==> src/rtl/pc_sequencer_if.sv <==
// Memory-side handshake bundle for the PC sequencer: instruction fetch and
// data access request/ack pairs plus the fetched instruction word.
interface pc_sequencer_if #(
  parameter int DWIDTH = 32
);
  logic              imem_req;
  logic              imem_ack;
  logic [DWIDTH-1:0] instr_in;
  logic              dmem_req;
  logic              dmem_ack;

  modport master (
    output imem_req, dmem_req,
    input  imem_ack, instr_in, dmem_ack
  );

  modport slave (
    input  imem_req, dmem_req,
    output imem_ack, instr_in, dmem_ack
  );
endinterface

==> src/rtl/pc_sequencer.sv <==
// Multi-cycle control FSM for an RV32I-subset core: fetch, decode, execute,
// write-back, with one pc_en strobe per retired instruction.
module pc_sequencer #(
  parameter int DWIDTH  = 32,
  parameter int TIMEOUT = 16
) (
  input  logic              clk,
  input  logic              reset,
  pc_sequencer_if.master    mem,
  input  logic              halt_req,
  output logic              ir_en,
  output logic              pc_en,
  output logic [1:0]        pc_select,
  output logic              rf_we,
  output logic              halted,
  output logic              illegal_instr,
  output logic              bus_error,
  output logic [DWIDTH-1:0] instret
);

  typedef enum logic [2:0] {
    S_RST, S_FETCH, S_DECODE, S_EXEC, S_WB, S_HALT
  } state_t;

  typedef struct packed {
    logic       legal;
    logic       wr;
    logic       mem_op;
    logic [1:0] sel;
  } dec_t;

  localparam logic [7:0] CNT_LIM = 8'(TIMEOUT - 1);

  function automatic dec_t decode(input logic [6:0] op);
    dec_t d;
    d = '{legal: 1'b1, wr: 1'b1, mem_op: 1'b0, sel: 2'b00};
    case (op)
      7'b1101111: d.sel = 2'b10;
      7'b1100111: d.sel = 2'b11;
      7'b1100011: begin d.sel = 2'b01; d.wr = 1'b0; end
      7'b0000011: d.mem_op = 1'b1;
      7'b0100011: begin d.mem_op = 1'b1; d.wr = 1'b0; end
      7'b0110111, 7'b0010111, 7'b0010011, 7'b0110011: ;
      default:    d = '{legal: 1'b0, wr: 1'b0, mem_op: 1'b0, sel: 2'b00};
    endcase
    return d;
  endfunction

  state_t            state_q, state_d;
  logic [7:0]        cnt_q, cnt_d;
  logic [1:0]        sel_q, sel_d;
  logic              wr_q, wr_d;
  logic              mop_q, mop_d;
  logic              ill_q, ill_d;
  logic              berr_q, berr_d;
  logic [DWIDTH-1:0] instret_q, instret_d;

  dec_t dec;
  logic ack_wait;
  logic tmo;

  // Only the opcode field drives decode; the rest of the word belongs to the IR.
  logic unused_instr;
  assign unused_instr = ^mem.instr_in;

  assign dec = decode(mem.instr_in[6:0]);

  // A pending ack that has waited the full budget without arriving.
  assign ack_wait = ((state_q == S_FETCH) && !mem.imem_ack) ||
                    ((state_q == S_EXEC) && mop_q && !mem.dmem_ack);
  assign tmo      = ack_wait && (cnt_q == CNT_LIM);

  // State register
  always_ff @(posedge clk or posedge reset) begin
    if (reset) state_q <= S_RST;
    else       state_q <= state_d;
  end

  // Next-state logic
  always_comb begin
    state_d = state_q;
    case (state_q)
      S_RST:    state_d = S_FETCH;
      S_FETCH:  if (mem.imem_ack) state_d = S_DECODE;
                else if (tmo)     state_d = S_HALT;
      S_DECODE: state_d = dec.legal ? S_EXEC : S_HALT;
      S_EXEC:   if (!mop_q || mem.dmem_ack) state_d = S_WB;
                else if (tmo)               state_d = S_HALT;
      S_WB:     state_d = halt_req ? S_HALT : S_FETCH;
      S_HALT:   if (!ill_q && !berr_q && !halt_req) state_d = S_FETCH;
      default:  state_d = S_RST;
    endcase
  end

  // Outputs are pure state decodes, apart from ir_en following the fetch ack.
  always_comb begin
    mem.imem_req = 1'b0;
    mem.dmem_req = 1'b0;
    ir_en        = 1'b0;
    pc_en        = 1'b0;
    rf_we        = 1'b0;
    halted       = 1'b0;
    case (state_q)
      S_FETCH: begin
        mem.imem_req = 1'b1;
        ir_en        = mem.imem_ack;
      end
      S_EXEC:  mem.dmem_req = mop_q;
      S_WB: begin
        pc_en = 1'b1;
        rf_we = wr_q;
      end
      S_HALT:  halted = 1'b1;
      default: ;
    endcase
  end

  // Datapath registers: wait counter, decoded class, sticky errors, retire count.
  always_comb begin
    cnt_d     = cnt_q;
    sel_d     = sel_q;
    wr_d      = wr_q;
    mop_d     = mop_q;
    ill_d     = ill_q;
    berr_d    = berr_q | tmo;
    instret_d = instret_q;

    // Every state change restarts the wait budget, covering entry to FETCH/EXEC.
    if (state_d != state_q) cnt_d = '0;
    else if (ack_wait)      cnt_d = cnt_q + 8'd1;

    if (state_q == S_DECODE) begin
      if (dec.legal) begin
        sel_d = dec.sel;
        wr_d  = dec.wr;
        mop_d = dec.mem_op;
      end else begin
        ill_d = 1'b1;
      end
    end

    if (state_q == S_WB) instret_d = instret_q + DWIDTH'(1);
  end

  always_ff @(posedge clk or posedge reset) begin
    if (reset) begin
      cnt_q     <= '0;
      sel_q     <= 2'b00;
      wr_q      <= 1'b0;
      mop_q     <= 1'b0;
      ill_q     <= 1'b0;
      berr_q    <= 1'b0;
      instret_q <= '0;
    end else begin
      cnt_q     <= cnt_d;
      sel_q     <= sel_d;
      wr_q      <= wr_d;
      mop_q     <= mop_d;
      ill_q     <= ill_d;
      berr_q    <= berr_d;
      instret_q <= instret_d;
    end
  end

  assign pc_select     = sel_q;
  assign illegal_instr = ill_q;
  assign bus_error     = berr_q;
  assign instret       = instret_q;

  a_req_excl: assert property (@(posedge clk) disable iff (reset)
    !(mem.imem_req && mem.dmem_req));

endmodule

==> src/flat_wrapper.sv <==
// flat-port wrapper written by rule: the top's interface ports become plain ports
module pc_sequencer_flat 
#(
  parameter int DWIDTH  = 32,
  parameter int TIMEOUT = 16
)
  (clk, reset, halt_req, ir_en, pc_en, pc_select, rf_we, halted, illegal_instr, bus_error, instret, mem_imem_req, mem_dmem_req, mem_imem_ack, mem_instr_in, mem_dmem_ack);
  pc_sequencer_if #(.DWIDTH(DWIDTH)) mem_i ();
  input  logic clk;
  input  logic reset;
  input  logic halt_req;
  output logic ir_en;
  output logic pc_en;
  output logic [1:0] pc_select;
  output logic rf_we;
  output logic halted;
  output logic illegal_instr;
  output logic bus_error;
  output logic [DWIDTH-1:0] instret;
  output wire logic [$bits(mem_i.imem_req)-1:0] mem_imem_req;
  output wire logic [$bits(mem_i.dmem_req)-1:0] mem_dmem_req;
  input wire logic [$bits(mem_i.imem_ack)-1:0] mem_imem_ack;
  input wire logic [$bits(mem_i.instr_in)-1:0] mem_instr_in;
  input wire logic [$bits(mem_i.dmem_ack)-1:0] mem_dmem_ack;
  assign mem_imem_req = mem_i.imem_req;
  assign mem_dmem_req = mem_i.dmem_req;
  assign mem_i.imem_ack = mem_imem_ack;
  assign mem_i.instr_in = mem_instr_in;
  assign mem_i.dmem_ack = mem_dmem_ack;
  pc_sequencer #(.DWIDTH(DWIDTH), .TIMEOUT(TIMEOUT)) u_core (.clk(clk), .reset(reset), .mem(mem_i), .halt_req(halt_req), .ir_en(ir_en), .pc_en(pc_en), .pc_select(pc_select), .rf_we(rf_we), .halted(halted), .illegal_instr(illegal_instr), .bus_error(bus_error), .instret(instret));
endmodule
==> config.mk <==
export PLATFORM = sky130hd
export DESIGN_NAME = pc_sequencer_flat
export DESIGN_NICKNAME = d
export VERILOG_FILES = /design/src/rtl/pc_sequencer_if.sv /design/src/rtl/pc_sequencer.sv /design/src/flat_wrapper.sv
export SDC_FILE = /design/constraint.sdc
export NUM_CORES = 1
export LEC_CHECK = 0
export ABC_AREA = 1
export CORE_MARGIN = 5
export CORE_UTILIZATION = 53
export CTS_BUF_LIST = sky130_fd_sc_hd__clkbuf_2 sky130_fd_sc_hd__clkbuf_4 sky130_fd_sc_hd__clkbuf_8
export CTS_CLUSTER_SIZE = 14
export DETAILED_ROUTE_END_ITERATION = 16
export PLACE_DENSITY = 0.93
export SETUP_SLACK_MARGIN = 0.5
export SYNTH_ARGS = -nofsm -noshare
export SYNTH_HDL_FRONTEND = slang
export SYNTH_SLANG_ARGS = --single-unit
==> constraint.sdc <==
create_clock -name clk -period 2.8 [get_ports clk]
set_input_delay 0.56 -clock clk [delete_from_list [all_inputs] [get_ports clk]]
set_output_delay 0.56 -clock clk [all_outputs]
set_load 0.005 [all_outputs]
==> metrics.md, run 1 <==
| Metric | Value |
|---|---|
| HPWL Detailed | roughly 4700 microns |
| Drt wl/cell | roughly 14 microns |
| Tmin final | 2.24 ns |
| Share of post-route cells with drive strength above 1 | 11.9% |
| Setup Viol. Count Final | 0 |
| Reg2reg path depth | 12 |
| CP arrival | roughly 1.7 ns |
| Final instance area | around 3400 sq um |
| Drc violations | 0 |
| Core box area | 4790 sq um |
| Final Hold Viols | 0 |
| Setup CP Type | reg2out |
| Run status | completed |
| Critical path startpoint | u_core.state_q[2] |
| H-tree lvl count | 2 |
| RePlAce Congestion | around 0.87 |
| Setup Skew | a little over 0.004 ns |
| Clock Path Buffers | 2 |
| Layout area overhead | 29.0% |
| Rel. slew slack | 65.9% |
| Flop2flop setup slack | ~0.84 ns |
| CTS clk-pin slew, worst paths | about 0.090 ns |
| Setup_tns | 0 ns |
| Vias/cell | between 5 and 6 |
| Power per cell area | about 540 nW/um^2 |
| DRT Pass-1 Iters | 5 |
| RR Startpoint | u_core.state_q[2] |
| Post-synthesis sequential area ratio | between 40% and 50% |
| # port buffers | 53 |
| Worst Path Required | between 2 and 2.5 ns |
| Area after DPL | 3280 sq um |
| DR vias | 2376 |
| Placed cells | roughly 440 |
| Total Power | around 1.9 mW |
| Antenna viol nets, final | 0 |
| Diode count | 0 |
| 1st-iter DRT viols | between 150 and 200 |
| Synth cell types | 30 |
| Crit path capture type | primary output |
| Mapped Cells | around 320 |
| Die area | roughly 6500 sq um |
| Worst-Margin Slew | 0.511 ns |
| Initial antenna violation count | 0 |
| First-pass GRT wire length | around 11000 microns |
| Number of synthesis warnings | 0 |
| Num ports | roughly 80 |
| Max_cap viols | 0 |
| Syn avg cell area | 8.33 sq um |
| Slowest cell on the critical path | clkdlybuf4s50_1 |
| Cell taking the most area after synthesis | dfrtp_1 |
| CP max stage delay | 0.54 ns |
| Net Count, Synth | 358 |
| CTS Buf Count | 5 |
| Clk Tree Root Cell | clkbuf_8 |
| R2r endpoint | u_core.cnt_q[0] |
| Final period util | approximately four fifths |
| NumNets Final | approximately 430 |
| Worst Hold Class | reg2reg |
| Yosys reg bits | around 50 |
| Hold bufs inserted after CTS | 0 |
| Buffers & Inverters on Critical Path | 2 |
| Yosys top cell area share | 46.1% |
| Worst skew pair latency | ~0.30 ns |
| Worst vdd ir | 0.589 mV |
| Initial core utilization | a little under three fifths |
| Cell Count, Final, Fillers Out | ~450 |
| Worst path cell trace | inv_2 -> nand2_2 -> nor2_2 -> clkdlybuf4s50_1 |
| Leak | about 1.6 nW |
| CP Max Fanout | 6 |
| Largest net degree at the start of global routing | 26 |
| DRT Wirelength | between 6000 and 7000 microns |
| Die Span X | between 80 and 90 microns |
| Core Rows | 25 |
| Synthesized area | between 2000 and 3000 sq um |
| Cell count along the critical path | 4 |
| Cell family with most CP delay | buffers and inverters |
| Grt total ovfl | 0 |
| Overall global routing resource usage | about a fifth |
| Crit path to | mem_imem_req |
| Slew Viols, Final | 0 |
| Die height | between 80 and 90 microns |
| TritonCTS clock tree | built |
| Vias in the first global route | between 2k and 2.5k |
| Fmax | 447 MHz |
| Sink Count | 49 |
| Synth area leaders | dfrtp_1, nand2_1, xor2_1 |
| RSZ-0062 raised after global routing | false |
| Startpoint types | flip-flop |
==> registers in the layout, indices dropped and copies added, names as in the netlist <==
name                  cells
u_core.illegal_instr      1
u_core.instret           32
u_core.state_q            3
u_core.bus_error          1
u_core.cnt_q              8
u_core.mop_q              1
u_core.pc_select          2
u_core.wr_q               1
==> what timing repair did <==
action | CTS | global route
resized for setup | 4 | 4
pin swaps | 1 | 0
setup endpoints to repair | 5 | 10
endpoints found under the hold margin | 0 | 0
gates cloned | 0 | 0
setup buffers | 1 | 6
==> cell usage in the layout (no fill, tap or decap), types with 2 or more instances in the layout <==
cell              n
nand3_1          17
nor4_1            2
nor3_1           11
nand4_1          10
clkdlybuf4s50_1  52
ha_1              2
nand3b_1          2
xor2_1           24
nor2_2            7
inv_2             3
nand2_1          73
dfrtp_2           3
o21ai_0           5
nor2_1           39
nand2_2           6
dfrtp_1          46
a21oi_1           2
inv_1            39
xnor2_1          12
nor3_4            3
clkbuf_8          5
buf_4             9
clkinv_2          2
==> cell type report <==
cell class / count / area, sq um
clock buffer: 6 / 76.3
clock inverter: 2 / 10.0
fill: 359 / 1360
inverter: 43 / 166
multi-input combinational: 225 / 1270
sequential: 49 / 1230
tap: 67 / 83.8
timing repair buffer: 62 / 597
==> through the flow <==
stage	util [%]	setup WS, ns	hold WS (ns)
after floorplan	-	1.07	0.453
after global placement	68.4	0.397	0.463
after detailed placement	68.4	0.381	0.473
after CTS	70.5	0.514	0.486
after global routing	71.7	0.488	0.512
final	71.7	0.564	0.479
==> kinds of logic after synthesis <==
kind of cell | Yosys count | synth area share [%]
buffers and inverters | 45 | 6.69
AO/OA/AOI/OAI | 10 | 2.17
adder cells (fa/ha/maj) | 2 | 0.941
flip-flops | 49 | 46.1
XOR/XNOR | 36 | 11.9
AND/OR/NAND/NOR | 177 | 32.2
==> synth_stat cells (all sizes together) <==
cell and n:
and3 1, o31ai 1, dfrtp 49, o211ai 1
o21ai 5, nand3b 2, o21a 1, ha 2
xnor2 12, xor2 24, buf 1, inv 43
nand2 80, nor2 47, nor4 2, nand3 19
nand4 11, nor3 15, clkbuf 1, a21oi 2
==> power by group <==
part | internal [mW] | switching, mW | leakage, nW
combinational | 0.276 | 0.331 | 0.934
sequential | 0.765 | 0.0811 | 0.656
clock | 0.183 | 0.226 | 0.0484
total | 1.22 | 0.639 | 1.64
==> routing by layer <==
| metal | up-vias | GRT usage, % | routed length [microns] | part of all wire (%) |
|---|---|---|---|---|
| li1 | 1141 | - | - | - |
| met1 | 1129 | 26.8 | 2650 | 42 |
| met2 | 86 | 34.2 | 3210 | 50 |
| met3 | 20 | 4.21 | 353 | 5.5 |
| met4 | 0 | 8.45 | 170 | 2.7 |
| met5 | - | 0 | 0 | 0 |
==> worst min path at each step <==
stage | start | end | slack, ns | depth (start not counted)
3_5_place_dp | u_core.instret[31] | u_core.instret[31] | 0.47 | 1
3_3_place_gp | u_core.instret[31] | u_core.instret[31] | 0.46 | 1
4_1_cts | u_core.instret[31] | u_core.instret[31] | 0.49 | 1
2_1_floorplan | u_core.mop_q | u_core.mop_q | 0.45 | 2
5_1_grt | u_core.illegal_instr | u_core.illegal_instr | 0.51 | 2
6_report | u_core.instret[31] | u_core.instret[31] | 0.48 | 1
Power figures use the tool's default switching activity.
==> inputs of run 2 (changes only) <==
--- a/config.mk
+++ b/config.mk
@@ -7,11 +7,11 @@
 export LEC_CHECK = 0
 export ABC_AREA = 1
 export CORE_MARGIN = 5
-export CORE_UTILIZATION = 53
+export CORE_UTILIZATION = 44
 export CTS_BUF_LIST = sky130_fd_sc_hd__clkbuf_2 sky130_fd_sc_hd__clkbuf_4 sky130_fd_sc_hd__clkbuf_8
 export CTS_CLUSTER_SIZE = 14
 export DETAILED_ROUTE_END_ITERATION = 16
-export PLACE_DENSITY = 0.93
+export PLACE_DENSITY = 0.83
 export SETUP_SLACK_MARGIN = 0.5
 export SYNTH_ARGS = -nofsm -noshare
 export SYNTH_HDL_FRONTEND = slang
==> constraint.sdc (replaced) <==
create_clock -name clk -period 2 [get_ports clk]
set_input_delay 0.4 -clock clk [delete_from_list [all_inputs] [get_ports clk]]
set_output_delay 0.4 -clock clk [all_outputs]
set_load 0.005 [all_outputs]
==> run 2 against run 1 <==
Worst hold slack got worse by 0.069 ns. Register-to-register slack worse by 0.77 ns. Global-route usage increased by 1.4 points. Power up 81%. Sequential cell count unchanged. Count of clock-buffer cells in the layout unchanged. Design area rose by 29%. Wire length up 61%. Setup slack got worse by 0.50 ns. Largest cell class unchanged. Highest routed layer unchanged.
==> metrics.md, run 2 (synthesized netlist as in run 1, its figures left out) <==
| Metric | Value |
|---|---|
| Worst vdd ir | ~0.77 mV |
| Share of post-route cells with drive strength above 1 | around two fifths |
| Layout area overhead | 66.1% |
| Initial antenna violation count | 0 |
| Core Rows | 28 |
| Num ports | 79 |
| Core box area | between 5000 and 6000 sq um |
| First-pass GRT wire length | 13500 microns |
| Setup_tns | 0 ns |
| Worst skew pair latency | approximately 0.32 ns |
| Fin util | approximately three quarters |
| Max reg flops | 32 |
| Tmin final | 1.93 ns |
| Hold bufs inserted after CTS | 0 |
| Final WS setup | approximately 0.066 ns |
| Antenna viol nets, final | 0 |
| Die area | about 7700 sq um |
| Footprint of the multi-input gates | 1560 sq um |
| NumNets Final | between 500 and 600 |
| Most common cell after layout, fill and taps aside | buf_4 |
| # port buffers | 53 |
| DRT Wirelength | approximately 10000 microns |
| Pre-CTS setup slack | -0.118 ns |
| Fin Hold WS | between 0.4 and 0.5 ns |
| Largest net degree at the start of global routing | 35 |
| Diode count | 0 |
| Setup CP Type | reg2reg |
| Fmax | ~520 MHz |
| CP arrival | roughly 2.2 ns |
| Final Hold Viols | 0 |
| Worst Hold Class | in2async |
| Setup Skew | slightly above 0.009 ns |
| Max_cap viols | 0 |
| Drt wl/cell | 19.0 microns |
| HPWL Detailed | 4630 microns |
| Overall global routing resource usage | 22.2% |
| DRT Pass-1 Iters | 8 |
| Flop2flop setup slack | between 0.06 and 0.07 ns |
| Setup Viol. Count Final | 0 |
| Clock Path Buffers | 2 |
| RSZ-0062 raised after global routing | true |
| Power per cell area | 762 nW/um^2 |
| Vias in the first global route | ~2.8k |
| Worst-Margin Slew | roughly 0.41 ns |
| Fill count | between 300 and 400 |
| Vias/cell | about 5.7 |
| Crit path capture type | flip-flop |
| Run status | completed |
| Drc violations | 0 |
| Die Span X | 87.7 microns |
| Most frequent cells in the layout | buf_4, nand2_1, dfrtp_1, dlygate4sd2_1, inv_1 |
| Final period util | 96.7% |
| Slew Viols, Final | 0 |
| Leak | between 2 and 2.5 nW |
| CTS Buf Count | 5 |
| Grt total ovfl | 0 |
| Worst Path Required | roughly 2.2 ns |
| H-tree lvl count | 2 |
| CP Max Fanout | 5 |
| Storage element area | 1230 sq um |
| TritonCTS clock tree | built |
| RePlAce Congestion | roughly 0.86 |
| Sink Count | 49 |
| 1st-iter DRT viols | 399 |
| Clk Tree Root Cell | clkbuf_8 |
| Initial core utilization | 45.2% |
| CTS clk-pin slew, worst paths | 0.11 ns |
| Startpoint types | flip-flop |
| DR vias | 3091 |
| Rel. slew slack | between 70 and 80% |
| Die height | ~88 microns |
-- run 2: final timing paths --
path	startpoint	to	cells past startpoint
setup reg to reg	u_core.state_q[2]	u_core.instret[24]	10
hold reg to reg	u_core.illegal_instr	u_core.illegal_instr	2
min in group clk	mem_instr_in[2]	u_core.pc_select[1]	3
hold / removal	reset	u_core.instret[24]	2
max in group asynchronous	reset	u_core.state_q[1]	3
setup / recovery	u_core.state_q[2]	u_core.instret[24]	10
-- run 2: worst max-delay path, cell delays in order, from the launching register on --
cell	delay (ns)
dfrtp_1	0.40
inv_2	0.07
buf_6	0.13
nor2_4	0.13
nand2_4	0.11
inv_6	0.10
nand4_4	0.11
nor3_4	0.25
nand2_2	0.13
nor2_2	0.11
xor2_1	0.29
-- run 2: where the power goes --
part	internal, mW	switching (mW)
sequential	1.07	0.0790
clock	0.408	0.393
combinational	0.671	0.744
-- run 2: cell type report --
cell class,count,share of cell area [%]
multi-input cells,225,35.2
clock inverters,2,0.851
clock buffers,6,1.87
flip-flops and latches,49,27.9
repair buffers,143,28.2
inverters,43,3.86
well taps,75,2.13
-- run 2: timing repair --
action,in CTS,in global routing
pin swaps,28,28
gates resized for setup,116,58
gates cloned,1,0
buffers inserted,55,26
setup endpoints to repair,72,49
endpoints found under the hold margin,0,0
-- run 2: metrics by stage --
stage / instance area (sq um) / instances / power (mW)
detailed placement: 3360 / 453 / 1.95
global route: 4410 / 543 / 3.47
floorplan: 2680 / 319 / 1.64
finish: 4410 / 543 / 3.36
CTS: 4000 / 517 / 3.04
global placement: 3360 / 453 / 1.92
-- run 2: metal layers --
layer,global-route usage (%),vias up,share of wire (%)
met5,0,-,0
met4,12.6,0,6.8
met1,28.2,1470,37
met2,36.7,239,48
met3,2.63,82,7.8
li1,-,1300,-
